### config.mk
export PLATFORM = sky130hd
export DESIGN_NAME = seq_barrel_shifter
export DESIGN_NICKNAME = d
export VERILOG_FILES = /design/src/rtl/seq_barrel_shifter.sv
export SDC_FILE = /design/constraint.sdc
export NUM_CORES = 1
export LEC_CHECK = 0
export CAP_MARGIN = 20
export CORE_MARGIN = 10
export CORE_UTILIZATION = 30
export DETAILED_ROUTE_END_ITERATION = 6
export GPL_ROUTABILITY_DRIVEN = 0
export HOLD_SLACK_MARGIN = 0.12
export PLACE_DENSITY = 0.61
export SLEW_MARGIN = 20
export SYNTH_ARGS = -nofsm -noshare
export SYNTH_HDL_FRONTEND = slang
export SYNTH_SLANG_ARGS = --single-unit
### constraint.sdc
create_clock -name CLK -period 1.47 [get_ports CLK]
set_input_delay 0.294 -clock CLK [delete_from_list [all_inputs] [get_ports CLK]]
set_output_delay 0.294 -clock CLK [all_outputs]
set_load 0.005 [all_outputs]
### src/rtl/seq_barrel_shifter.sv
// Multi-cycle barrel shifter: accepts a job via valid/ready, shifts one bit per clock,
// and presents the result through a second valid/ready handshake.
module seq_barrel_shifter #(
   parameter int IWIDTH = 4,
   parameter int SWIDTH = 2
) (
   input  logic              CLK,
   input  logic              RST,
   input  logic              IN_VALID,
   output logic              IN_READY,
   input  logic              BS_DIR,
   input  logic [SWIDTH-1:0] BS_AMT,
   input  logic [IWIDTH-1:0] D_IN,
   output logic              OUT_VALID,
   input  logic              OUT_READY,
   output logic [IWIDTH-1:0] D_OUT,
   output logic              BUSY
);

   typedef enum logic [1:0] {
      ST_IDLE  = 2'd0,
      ST_SHIFT = 2'd1,
      ST_DONE  = 2'd2
   } state_t;

   localparam logic [SWIDTH-1:0] CNT_ZERO = SWIDTH'(0);
   localparam logic [SWIDTH-1:0] CNT_ONE  = SWIDTH'(1);

   state_t              state_q, state_d;
   logic [IWIDTH-1:0]   sreg_q,  sreg_d;
   logic [SWIDTH-1:0]   cnt_q,   cnt_d;
   logic                dir_q,   dir_d;

   // Right shifts are arithmetic so results agree with the combinational shifter.
   function automatic logic [IWIDTH-1:0] shift_one(input logic [IWIDTH-1:0] val,
                                                   input logic             right);
      logic [IWIDTH-1:0] res;
      if (right) begin
         res = {val[IWIDTH-1], val[IWIDTH-1:1]};
      end else begin
         res = {val[IWIDTH-2:0], 1'b0};
      end
      return res;
   endfunction

   // Next-state and datapath update.
   always_comb begin
      state_d = state_q;
      sreg_d  = sreg_q;
      cnt_d   = cnt_q;
      dir_d   = dir_q;
      case (state_q)
         ST_IDLE: begin
            if (IN_VALID) begin
               sreg_d = D_IN;
               dir_d  = BS_DIR;
               cnt_d  = BS_AMT;
               if (BS_AMT != CNT_ZERO) begin
                  state_d = ST_SHIFT;
               end else begin
                  state_d = ST_DONE;
               end
            end else begin
               state_d = ST_IDLE;
            end
         end
         ST_SHIFT: begin
            sreg_d = shift_one(sreg_q, dir_q);
            cnt_d  = cnt_q - CNT_ONE;
            if (cnt_q == CNT_ONE) begin
               state_d = ST_DONE;
            end else begin
               state_d = ST_SHIFT;
            end
         end
         ST_DONE: begin
            if (OUT_READY) begin
               state_d = ST_IDLE;
            end else begin
               state_d = ST_DONE;
            end
         end
         default: begin
            state_d = ST_IDLE;
            sreg_d  = {IWIDTH{1'b0}};
            cnt_d   = CNT_ZERO;
            dir_d   = 1'b0;
         end
      endcase
   end

   // State and datapath registers; reset discards any job in flight.
   always_ff @(posedge CLK or posedge RST) begin
      if (RST) begin
         state_q <= ST_IDLE;
         sreg_q  <= {IWIDTH{1'b0}};
         cnt_q   <= CNT_ZERO;
         dir_q   <= 1'b0;
      end else begin
         state_q <= state_d;
         sreg_q  <= sreg_d;
         cnt_q   <= cnt_d;
         dir_q   <= dir_d;
      end
   end

   assign IN_READY  = (state_q == ST_IDLE);
   assign OUT_VALID = (state_q == ST_DONE);
   assign BUSY      = (state_q != ST_IDLE);
   assign D_OUT     = sreg_q;

endmodule

==> results.txt, run 1 <==
The run finished, with violations left. The final reports fail on setup timing. The longest clock path from root to sink contains 2 buffers. The power per unit of standard cell area came out at 2220 nW/um2.

The summed negative setup slack over all endpoints came out at -0.0694 ns. After synthesis, the most frequently instantiated cells are 9 x dfrtp_1, 7 x ha_1, 7 x inv_1. The smallest setup slack after layout is -0.0360 ns.

The fraction of final layout cells with drive strength greater than 1 is 0.515. The part of the Yosys area used for sequential elements is 0.380. The footprint of the multi-input gates came out at 428 um2.

The total number of placement rows came out at 16. The number of hold buffers added after CTS was 0. The number of ports placed on the die boundary is 18. The total routed wirelength is 2010 um. Setup repair after global routing could not meet its margin everywhere.

The estimated wirelength of the detail-placed design came out at 1380 um. The flop and latch count out of synthesis came out at 9. The area growth from synthesis to layout is 81.9%.

By area the synthesized netlist is led by dfrtp_1 38%, ha_1 15%, mux2_2 5.7%, a22o_2 5.1%, inv_1 4.4%. Of all cell types, the one taking the most synthesized area is dfrtp_1. The worst relative slew slack came out at 0.756. The number of antenna violations at the first check in global routing is 0. The tightest min-delay check is of the in -> async type. The post-layout minimum cycle time is 1.51 ns. Averaged over all synthesized cells, the footprint is 10.4 um2. The number of setup violations in the final report came out at 4. The cell area reported after detailed placement is 891 um2. The final-report hold violation count was 0.

The first routing iteration left 8 violations. Summing all flip-flop and latch instances after layout gives 225 um2. In the synthesized netlist the dominant register cell turns out to be dfrtp_1. The area of the die is 4160 um2.

The count of filler cells inserted in the layout came out at 178. Entering global routing, the biggest net connects 10 pins. For the worst-skew pair, the clock arrives at the later sink with an insertion delay of 0.27 ns.

The worst register-to-register path ends at D_OUT[3]. The data arrival time of the worst path is 1.66 ns. The post-route clock period utilization is 1.02. The number of warning messages in the yosys log is 0.

The worst voltage drop across the vdd grid came out at 1130 uV. In this run, distinct cell masters in the synthesized netlist total 22. The transition at the pin with the smallest max-transition slack came out at 0.365 ns.

In this run the vertical extent of the chip is 64.5 um. The number of global-route vias before repair is 651. The count of buffers from port buffering came out at 17. The register clock-pin slew on the reported worst setup and hold paths came out at 0.07 ns.

The standby leakage power is 0.509 nW. The register-to-register setup slack came out at -0.04 ns. The number of diodes added for antenna fixing came out at 0. The utilization after layout is 0.561. The source of the critical timing path is state_q[0]. The synthesized netlist cell count came out at 57. The area fraction of the dominant cell type after synthesis is 0.380. CTS built an H-tree with a depth of 1.

The initial cell density of the core is 0.309. Counting cells, the worst reg-to-reg path comes to 6. The number of clock sinks seen by CTS is 9.

TritonCTS built the clock tree. The total non-filler cell area in the finished layout came out at 1080 um2. The critical path launch point type is a flip-flop. The post-route clock skew is 0.00813 ns. The tool flagged a number of max-cap violations equal to 0.

The first detailed-routing pass ran for 4 iterations. Based on the critical path, the design can be clocked at up to 664 MHz. The via density per instance is 4.98. The area of the mapped netlist came out at 593 um2. The maximum fanout encountered on the critical timing path is 6. The setup path with the least slack is of type reg -> reg. The total CTS buffers is 3. The wire length per cell is 16.0 um.

STA classifies the critical path endpoint as a flip-flop. The number of pins exceeding their max-slew limit in the final report is 0. The core footprint came out at 1920 um2. Detailed routing inserted a total of 628 vias. The reg-to-reg startpoint is state_q[0]. The most used standard cell by instance count after synthesis is dfrtp_1. The tree is rooted in a clkbuf_4. The number of design rule violations left after detail routing is 0. The worst endpoint required time came out at 1.62 ns. The post-synth net total came out at 75. The die span in x came out at 64.5 um. The first global-routing pass estimated 3060 um of wire. The share of async-settable or async-resettable flops after synthesis came out at 1.00. The post-layout net count is 118. The count of flip-flops with a built-in enable after synthesis came out at 0. The count of nets left with antenna violations after detail routing came out at 0. Following the worst setup path forward leads to its endpoint at D_OUT[3]. The global-route usage over all layers is 0.0965. The overall overflow remaining after global route is 0.
power by group:
group	internal [W]	switching (W)
Clock	0.000105	0.000103
Sequential	0.000349	0.0000702
Combinational	0.00101	0.000748
Total	0.00147	0.000921
cells by family after synthesis:
group | count (synthesis) | share of synthesized area
flip-flops | 9 | 0.380
AO/OA/AOI/OAI | 20 | 0.249
buffers and inverters | 8 | 0.0633
AND/OR/NAND/NOR | 10 | 0.103
multiplexers | 3 | 0.0570
adder cells (fa/ha/maj) | 7 | 0.148
worst min-delay path by stage:
stage,startpoint,to,slack [ns],cells past startpoint
3_3_place_gp,cnt_q[1],cnt_q[1],0.49,2
2_1_floorplan,RST,D_OUT[0],0.12,1
5_1_grt,RST,cnt_q[0],0.33,2
3_5_place_dp,cnt_q[1],cnt_q[1],0.52,2
6_report,RST,cnt_q[0],0.28,2
4_1_cts,RST,cnt_q[0],0.30,2
layout make-up:
class	count	share of cell area
sequential	9	0.209
clock buffer	4	0.0244
inverter	7	0.0244
multi-input combinational	40	0.397
tap	27	0.0313
timing repair buffer	39	0.314
cells in the final DEF (no fill, tap or decap), types with 3 or more instances in the layout:
cell type | netlist | routed
ha_4 | 0 | 4
clkbuf_4 | 0 | 3
inv_1 | 7 | 4
inv_2 | 0 | 3
buf_6 | 1 | 4
dfrtp_1 | 9 | 9
buf_4 | 0 | 19
o21ai_0 | 3 | 3
clkdlybuf4s50_1 | 0 | 12
through the flow:
stage                     total power, W  worst slack [ns]  instances  hold WS (ns)
after floorplan                  0.00112           0.00365         57         0.122
after global routing             0.00255           -0.0596        126         0.331
after detailed placement         0.00174           -0.0994        113         0.521
final                            0.00239           -0.0360        126         0.281
after global placement           0.00172           -0.0984        113         0.493
after CTS                        0.00226         -0.000683        126         0.296
registers in the layout, summed over array words and instances (netlist names):
register / flops
state_q: 2
D_OUT: 4
dir_q: 1
cnt_q: 2
layer usage:
metal  GRT usage  part of all wire  vias to the layer above
li1            -                 -                      293
met1       0.101              0.43                      312
met2       0.159              0.51                       19
met3      0.0275             0.039                        4
met4      0.0775             0.026                        0
met5           0                 0                        -
what timing repair did:
item,CTS,global route
gates resized for setup,30,7
pin swaps,5,6
buffers inserted,10,0
endpoints found under the setup margin,10,10
critical path: stages (launching register included):
cell and delay, ns:
dfrtp_1 0.39, inv_2 0.06, buf_6 0.12, ha_4 0.15, buf_6 0.12, a211oi_2 0.22
mux2_4 0.32
No activity file was read; power rests on OpenSTA's default activity.
==> run 2, diff against run 1 <==
--- a/config.mk
+++ b/config.mk
@@ -5,7 +5,6 @@
 export SDC_FILE = /design/constraint.sdc
 export NUM_CORES = 1
 export LEC_CHECK = 0
-export CAP_MARGIN = 20
 export CORE_MARGIN = 10
 export CORE_UTILIZATION = 30
 export DETAILED_ROUTE_END_ITERATION = 6
==> results of run 2 <==
Same layout as run 1: the final DEF is identical, and so are final timing and power.
